`src/rtl/vga_pkg.sv`:
```
// rtl/vga_pkg.sv - key codes, scancodes, FSM state types and scancode map
//
// Shared by ps2_rx and ps2_key_decoder.
//   key_*        4-bit key codes driven on ps2_key_decoder.key
//   SC_*         PS/2 set-2 scancodes (SC_UP..SC_RIGHT follow an SC_EXT prefix)
//   rx_state_t   frame receiver states
//   kb_state_t   make/break/extended prefix states
//   map_scancode translates a scancode (plus extended flag) to a key code
package vga_pkg;

  localparam logic [3:0] key_NONE  = 4'h0;
  localparam logic [3:0] key_W     = 4'h1;
  localparam logic [3:0] key_S     = 4'h2;
  localparam logic [3:0] key_A     = 4'h3;
  localparam logic [3:0] key_D     = 4'h4;
  localparam logic [3:0] key_SPACE = 4'h5;

  localparam logic [7:0] SC_W     = 8'h1D;
  localparam logic [7:0] SC_S     = 8'h1B;
  localparam logic [7:0] SC_A     = 8'h1C;
  localparam logic [7:0] SC_D     = 8'h23;
  localparam logic [7:0] SC_SPACE = 8'h29;
  localparam logic [7:0] SC_UP    = 8'h75;
  localparam logic [7:0] SC_DOWN  = 8'h72;
  localparam logic [7:0] SC_LEFT  = 8'h6B;
  localparam logic [7:0] SC_RIGHT = 8'h74;
  localparam logic [7:0] SC_EXT   = 8'hE0;
  localparam logic [7:0] SC_BRK   = 8'hF0;

  typedef enum logic [1:0] {RX_IDLE, RX_BITS, RX_CHECK} rx_state_t;
  typedef enum logic [1:0] {BASE, BRK, EXT, EXT_BRK} kb_state_t;

  function automatic logic [3:0] map_scancode(input logic ext, input logic [7:0] code);
    logic [3:0] k;
    k = key_NONE;
    if (!ext) begin
      case (code)
        SC_W:     k = key_W;
        SC_S:     k = key_S;
        SC_A:     k = key_A;
        SC_D:     k = key_D;
        SC_SPACE: k = key_SPACE;
        default:  k = key_NONE;
      endcase
    end else begin
      case (code)
        SC_UP:    k = key_W;
        SC_DOWN:  k = key_S;
        SC_LEFT:  k = key_A;
        SC_RIGHT: k = key_D;
        default:  k = key_NONE;
      endcase
    end
    return k;
  endfunction

endpackage

```
`src/rtl/ps2_rx.sv`:
```
// rtl/ps2_rx.sv - PS/2 frame receiver: synchronisers, clock filter, frame FSM, timeout
//
// Ports:
//   clk, rst        system clock, asynchronous active-low reset
//   ps2_clk         raw PS/2 clock pin (asynchronous)
//   ps2_data        raw PS/2 data pin (asynchronous)
//   rx_byte[7:0]    last received data byte, valid while byte_valid is high
//   byte_valid      one-cycle pulse for a frame accepted by the checks
//   frame_err       one-cycle pulse for a discarded frame (stop/parity/timeout)
// Macro PS2_PARITY_CHECK_EN: when defined, frames with wrong odd parity are
// discarded; otherwise the parity bit is ignored.
module ps2_rx
  import vga_pkg::*;
#(
  parameter int FILTER_LEN     = 4,
  parameter int TIMEOUT_CYCLES = 65000
) (
  input  logic       clk,
  input  logic       rst,
  input  logic       ps2_clk,
  input  logic       ps2_data,
  output logic [7:0] rx_byte,
  output logic       byte_valid,
  output logic       frame_err
);

  localparam int FW = $clog2(FILTER_LEN + 1);
  localparam int TW = $clog2(TIMEOUT_CYCLES + 1);

  logic          clk_s1, clk_s2, dat_s1, dat_s2;
  logic          filt;
  logic [FW-1:0] fcnt;
  logic          strobe;
  logic [3:0]    bcnt;
  logic [7:0]    shreg;
  logic          stop_bit;
  logic [TW-1:0] tcnt;
  logic          timeout;
  logic          frame_ok;
  rx_state_t     state, state_next;

  // Synchronisers idle high, matching an idle PS/2 bus.
  always_ff @(posedge clk or negedge rst) begin
    if (!rst) begin
      clk_s1 <= 1'b1;
      clk_s2 <= 1'b1;
      dat_s1 <= 1'b1;
      dat_s2 <= 1'b1;
    end else begin
      clk_s1 <= ps2_clk;
      clk_s2 <= clk_s1;
      dat_s1 <= ps2_data;
      dat_s2 <= dat_s1;
    end
  end

  // The filtered level flips only after FILTER_LEN consecutive samples that
  // disagree with it; a 1->0 flip is registered as the sample strobe.
  always_ff @(posedge clk or negedge rst) begin
    if (!rst) begin
      filt   <= 1'b1;
      fcnt   <= '0;
      strobe <= 1'b0;
    end else begin
      strobe <= 1'b0;
      if (clk_s2 == filt) begin
        fcnt <= '0;
      end else if (fcnt == FW'(FILTER_LEN - 1)) begin
        filt   <= clk_s2;
        fcnt   <= '0;
        strobe <= filt;
      end else begin
        fcnt <= fcnt + 1'b1;
      end
    end
  end

  assign timeout = (state == RX_BITS) && (tcnt == TW'(TIMEOUT_CYCLES));

`ifdef PS2_PARITY_CHECK_EN
  logic parity_bit;
  assign frame_ok = stop_bit && (^{shreg, parity_bit});
`else
  assign frame_ok = stop_bit;
`endif

  always_ff @(posedge clk or negedge rst) begin
    if (!rst) state <= RX_IDLE;
    else      state <= state_next;
  end

  always_comb begin
    state_next = state;
    case (state)
      RX_IDLE:  if (strobe && !dat_s2) state_next = RX_BITS;
      RX_BITS: begin
        // Timeout wins over a strobe arriving in the same cycle.
        if (timeout)                         state_next = RX_IDLE;
        else if (strobe && bcnt == 4'd9)     state_next = RX_CHECK;
      end
      RX_CHECK: state_next = RX_IDLE;
      default:  state_next = RX_IDLE;
    endcase
  end

  always_comb begin
    byte_valid = 1'b0;
    frame_err  = 1'b0;
    if (state == RX_CHECK) begin
      byte_valid = frame_ok;
      frame_err  = !frame_ok;
    end
    if (timeout) frame_err = 1'b1;
  end

  // Frame datapath: bit counter, shift register, stop/parity capture, timeout.
  always_ff @(posedge clk or negedge rst) begin
    if (!rst) begin
      bcnt     <= '0;
      shreg    <= '0;
      stop_bit <= 1'b0;
      tcnt     <= '0;
`ifdef PS2_PARITY_CHECK_EN
      parity_bit <= 1'b0;
`endif
    end else begin
      if (state == RX_BITS && !timeout) begin
        tcnt <= strobe ? '0 : tcnt + 1'b1;
        if (strobe) begin
          if (bcnt < 4'd8) shreg <= {dat_s2, shreg[7:1]};
`ifdef PS2_PARITY_CHECK_EN
          if (bcnt == 4'd8) parity_bit <= dat_s2;
`endif
          if (bcnt == 4'd9) stop_bit <= dat_s2;
          bcnt <= bcnt + 1'b1;
        end
      end else begin
        tcnt <= '0;
        if (state == RX_IDLE) bcnt <= '0;
      end
    end
  end

  assign rx_byte = shreg;

endmodule

```
`src/rtl/ps2_key_decoder.sv`:
```
// rtl/ps2_key_decoder.sv - PS/2 keyboard make/break decoder driving a 4-bit key code
//
// Ports:
//   clk, rst     system clock, asynchronous active-low reset
//   ps2_clk      raw PS/2 clock pin
//   ps2_data     raw PS/2 data pin
//   key[3:0]     currently held recognised key (vga_pkg key_*), key_NONE if none
//   key_valid    one-cycle pulse whenever key changes
//   frame_err    one-cycle pulse on every discarded frame
// Macro PS2_PARITY_CHECK_EN: enables odd-parity checking in ps2_rx.
module ps2_key_decoder
  import vga_pkg::*;
#(
  parameter int FILTER_LEN     = 4,
  parameter int TIMEOUT_CYCLES = 65000
) (
  input  logic       clk,
  input  logic       rst,
  input  logic       ps2_clk,
  input  logic       ps2_data,
  output logic [3:0] key,
  output logic       key_valid,
  output logic       frame_err
);

  logic [7:0] rx_byte;
  logic       byte_valid;
  kb_state_t  kb_state, kb_state_next;
  logic [3:0] key_next;

  ps2_rx #(
    .FILTER_LEN    (FILTER_LEN),
    .TIMEOUT_CYCLES(TIMEOUT_CYCLES)
  ) u_rx (
    .clk       (clk),
    .rst       (rst),
    .ps2_clk   (ps2_clk),
    .ps2_data  (ps2_data),
    .rx_byte   (rx_byte),
    .byte_valid(byte_valid),
    .frame_err (frame_err)
  );

  always_ff @(posedge clk or negedge rst) begin
    if (!rst) kb_state <= BASE;
    else      kb_state <= kb_state_next;
  end

  always_comb begin
    kb_state_next = kb_state;
    if (byte_valid) begin
      case (kb_state)
        BASE: begin
          if (rx_byte == SC_EXT)      kb_state_next = EXT;
          else if (rx_byte == SC_BRK) kb_state_next = BRK;
        end
        EXT:     kb_state_next = (rx_byte == SC_BRK) ? EXT_BRK : BASE;
        BRK:     kb_state_next = BASE;
        EXT_BRK: kb_state_next = BASE;
        default: kb_state_next = BASE;
      endcase
    end
  end

  // A make only replaces key with a different recognised code; a break only
  // clears key when it releases the key currently held.
  always_comb begin
    logic [3:0] mapped;
    logic       is_make, is_break;
    mapped   = map_scancode((kb_state == EXT) || (kb_state == EXT_BRK), rx_byte);
    is_make  = 1'b0;
    is_break = 1'b0;
    key_next = key;
    if (byte_valid) begin
      case (kb_state)
        BASE:    is_make  = (rx_byte != SC_EXT) && (rx_byte != SC_BRK);
        EXT:     is_make  = (rx_byte != SC_BRK);
        BRK:     is_break = 1'b1;
        EXT_BRK: is_break = 1'b1;
        default: ;
      endcase
    end
    if (is_make && mapped != key_NONE)
      key_next = mapped;
    if (is_break && mapped != key_NONE && mapped == key)
      key_next = key_NONE;
  end

  always_ff @(posedge clk or negedge rst) begin
    if (!rst) begin
      key       <= key_NONE;
      key_valid <= 1'b0;
    end else begin
      key       <= key_next;
      key_valid <= (key_next != key);
    end
  end

endmodule
```
`config.mk`:
```
export PLATFORM = sky130hd
export DESIGN_NAME = ps2_key_decoder
export DESIGN_NICKNAME = d
export VERILOG_FILES = /design/src/rtl/vga_pkg.sv /design/src/rtl/ps2_rx.sv /design/src/rtl/ps2_key_decoder.sv
export SDC_FILE = /design/constraint.sdc
export NUM_CORES = 1
export LEC_CHECK = 0
export CAP_MARGIN = 0
export CORE_ASPECT_RATIO = 0.9
export CORE_MARGIN = 5
export CORE_UTILIZATION = 30
export CTS_CLUSTER_SIZE = 25
export DETAILED_ROUTE_END_ITERATION = 10
export SYNTH_ARGS = -nofsm -noshare
export SYNTH_HDL_FRONTEND = slang
export SYNTH_SLANG_ARGS = --single-unit
```
`constraint.sdc`:
```
create_clock -name clk -period 4.7 [get_ports clk]
set_input_delay 0.47 -clock clk [delete_from_list [all_inputs] [get_ports clk]]
set_output_delay 0.47 -clock clk [all_outputs]
set_load 0.02 [all_outputs]
```
==> PnR_summary.wiki <==
{| class="wikitable"
! Metric !! Value
|-
| Run status || completed
|-
| Critical R2R Capture || key_valid$_DFF_PN0_
|-
| Number of hold-repair buffers added at the cts stage || 0
|-
| Clock tree from TritonCTS || done
|-
| Cell types occupying the most area after synthesis || sky130_fd_sc_hd__dfrtp_1 43%, sky130_fd_sc_hd__dfstp_2 5.4%, sky130_fd_sc_hd__nor2_1 4.6%, sky130_fd_sc_hd__mux2_2 4.2%, sky130_fd_sc_hd__xnor2_1 3.6%
|-
| Clock slew at the register clock pins of the worst setup and hold paths || 0.08 ns
|-
| GR Util All Layers || 0.08952
|-
| Maximum number of pins on one net before global-route repair || 48
|-
| Critical path launch point type || register
|-
| Highest-delay cell along the critical path || sky130_fd_sc_hd__nor4b_1
|-
| Crit path depth || 9
|-
| Die Wd || between 100 and 150 um
|-
| Commonest cells after routing, fill and taps aside || 42 x sky130_fd_sc_hd__dfrtp_1, 30 x sky130_fd_sc_hd__nor2_1, 13 x sky130_fd_sc_hd__nand2_1, 12 x sky130_fd_sc_hd__inv_1, 10 x sky130_fd_sc_hd__xnor2_1
|-
| Syn_area_per_cell || ~11 sq um
|-
| Max-slew violation total from the final report || 0
|-
| Layout Area Growth over Synthesis || 10.08%
|-
| Footprint of the multi-input gates || 1150 sq um
|-
| Total clock buffers created by CTS || 5
|-
| Async S/R FF share, synth || 1.000
|-
| Number of setup buffers added after CTS || 0
|-
| Remaining max-slew budget at the tightest pin || 0.3128
|-
| Count of H-tree levels built during CTS || 2
|-
| Clock Latency Late Sink || 0.30 ns
|-
| Register bit total from synthesis || 47
|-
| Achievable clock frequency || around 0.32 GHz
|-
| Combined buffer and inverter count along the critical path || 3
|-
| Cells on worst reg2reg path || 6
|-
| Number of placed I/O pins || 10
|-
| Grt total ovfl || 0
|-
| Mapped Cells || about 230
|-
| Final hold violation count || 0
|-
| Data arrival time of the critical path || 2.69 ns
|-
| Startpoint-to-endpoint class of the critical path || reg2out
|-
| Leakage power of the design || approximately 0.0011 uW
|-
| Max rail drop VDD || 168.8 uV
|-
| Maximum clock insertion buffer count || 2
|-
| Min cycle time layout || 3.155 ns
|-
| Count of flip-flops with a built-in enable after synthesis || 0
|-
| Post-route ant nets || 0
|-
| Number of nets at the end of the flow || about 250
|-
| First-pass GRT wire length || around 7.3 mm
|-
| DRC violation count after routing || 0
|-
| Placed Instance Area || 2586 sq um
|-
| CP Data Required Time || 4.23 ns
|-
| Slew @ Worst Pin || 1.031 ns
|-
| Core Area || 7990 sq um
|-
| Largest stage delay on the critical path || 0.66 ns
|-
| Worst hold-check path type || in2async
|-
| Sink count of the clock tree || 47
|-
| Via count || 1616
|-
| Number of standard-cell rows in the floorplan || 31
|-
| Critical path fanouts, max || 5
|-
| Leading cell type in the layout, fill and taps excluded || sky130_fd_sc_hd__dfrtp_1
|-
| FF/Latch Area || ~1200 sq um
|-
| Final wirelength || 4.090 mm
|-
| Top delay family on crit path || simple AND/OR/NAND/NOR gates
|-
| Iter 0 DRT Violations || 66
|-
| Detailed Place HPWL || 2.807 mm
|-
| Synthesis warning total || 0
|-
| R2R Path Start || u_rx.rx_byte[4]$_DFFE_PN0P_
|-
| Final clock period utilization by the worst path || 0.6714
|-
| Portion of synthesized cell area occupied by the leading cell type || 0.4321
|-
| Mean routed wirelength per cell || between 10 and 15 um
|-
| Worst Clk Skew || 0.006548 ns
|-
| Max-cap check violation count || 0
|-
| Fin area || between 2000 and 3000 sq um
|-
| Initial cell density of the core || 0.3044
|-
| Detailed Routing Iterations Pass 1 || 4
|-
| Via density per instance || 4.810
|-
| Worst setup EP type || output port
|-
| Final setup fails || 0
|-
| Antenna violations before repair || 0
|-
| Most frequent CP cell || sky130_fd_sc_hd__inv_1
|-
| Number of port buffers || 9
|-
| Slack of the critical path || 1.545 ns
|-
| Most used DFF post-synth || sky130_fd_sc_hd__dfrtp_1
|-
| DP Worst Slack || roughly 1.9 ns
|-
| Proportion of layout cells with a drive suffix above 1 || 0.1224
|-
| # resized after CTS || 0
|-
| Total Die Area || 10010 sq um
|-
| Vias in the first global route || between 1500 and 2000
|-
| Share of the yosys chip area belonging to registers || 0.4861
|-
| Root cell of the clock tree || sky130_fd_sc_hd__clkbuf_8
|-
| Minimum setup slack among reg-to-reg paths || about 2.2 ns
|-
| Final TNS setup || 0 ns
|-
| Post-synth top area cell || sky130_fd_sc_hd__dfrtp_1
|-
| Critical path, cell by cell || inv_1 -> ha_1 -> nand4bb_1 -> nor4b_1 -> inv_1 -> nor2_1 -> nand2_1 -> o21ai_0 -> clkdlybuf4s50_1
|-
| Filler Cells Inserted || 805
|-
| Distinct cells, synth || 54
|-
| Syn Std Cell Area || 2432 sq um
|-
| Number of antenna diodes || 0
|-
| RSZ-0062 raised after global routing || no
|-
| Vert. Die Dim || between 90 and 100 um
|-
| Power density over cell area || approximately 300 nW/um^2
|-
| Number of nets produced by synthesis || roughly 240
|-
| Gpl congestion || ~0.84
|}
-- layout make-up --
class | count | area share
Clock inverter | 1 | 0.001869
Tap cell | 99 | 0.04626
Clock buffer | 7 | 0.03224
Inverter | 12 | 0.01682
Timing Repair Buffer | 9 | 0.03178
Sequential cell | 47 | 0.4416
Multi-Input combinational cell | 161 | 0.4294
-- where the power goes --
part / internal (uW) / leakage (uW) / switching [uW]
clock network: 119 / 0.0000482 / 131
logic: 37.8 / 0.000429 / 61.5
registers: 435 / 0.000636 / 24.5
total: 591 / 0.00111 / 217
-- worst max-delay path by stage --
stage,start,slack [ns],endpoint
4_1_cts,u_rx.tcnt[0]$_DFF_PN0_,1.52,frame_err
3_3_place_gp,u_rx.tcnt[0]$_DFF_PN0_,1.86,frame_err
2_1_floorplan,u_rx.tcnt[0]$_DFF_PN0_,2.54,frame_err
3_5_place_dp,u_rx.tcnt[0]$_DFF_PN0_,1.86,frame_err
5_1_grt,u_rx.tcnt[0]$_DFF_PN0_,1.31,frame_err
6_report,u_rx.tcnt[0]$_DFF_PN0_,1.54,frame_err
-- state kept, by name (all words and copies together) (netlist names), 2 cells and up --
name	flops
u_rx.tcnt	16
u_rx.rx_byte	8
key	4
u_rx.bcnt	4
u_rx.fcnt	3
kb_state	2
u_rx.state	2
-- cells by family (layout without fill, tap and decap cells) --
| group | count (synthesis) | in the layout | share of synthesized area |
|---|---|---|---|
| multiplexers | 10 | 10 | 0.04578 |
| AND/OR/NAND/NOR | 99 | 99 | 0.2315 |
| AO/OA/AOI/OAI | 27 | 27 | 0.09465 |
| flip-flops | 47 | 47 | 0.4861 |
| adder cells (fa/ha/maj) | 5 | 5 | 0.02572 |
| XOR/XNOR | 20 | 20 | 0.07510 |
| buffers and inverters | 19 | 29 | 0.04115 |
-- metrics by stage --
step	hold slack (ns)	power [uW]	util	std cells
3_5_place_dp	0.3475	568.0	0.3237	328
6_report	0.3333	808.4	0.3351	336
5_1_grt	0.3675	858.1	0.3351	336
4_1_cts	0.3593	822.4	0.3351	336
3_3_place_gp	0.3465	566.8	0.3237	328
2_1_floorplan	0.1744	541.0	-	227
-- Yosys cell counts, drive strengths merged, types with 3 or more instances --
master  instances
dfrtp          42
nor3b           4
nor2           30
mux2            9
xnor2          11
o31ai           3
nor3            5
nand2          13
nand3           7
or3             4
ha              5
nand4           4
dfstp           5
o21ai           4
nor2b           4
xor2            9
and3            5
nand3b          4
buf             6
inv            12
-- layer usage --
layer | wire length (um) | part of all wire | up-vias | global-route usage
li1 | - | - | 817 | -
met1 | 2044 | 0.50 | 776 | 0.1138
met4 | 38 | 0.0093 | 0 | 0.02236
met3 | 174 | 0.043 | 7 | 0.03385
met5 | 0 | 0 | - | 0
met2 | 1832 | 0.45 | 16 | 0.1447
Note: power is estimated with default switching activity, not from simulation.
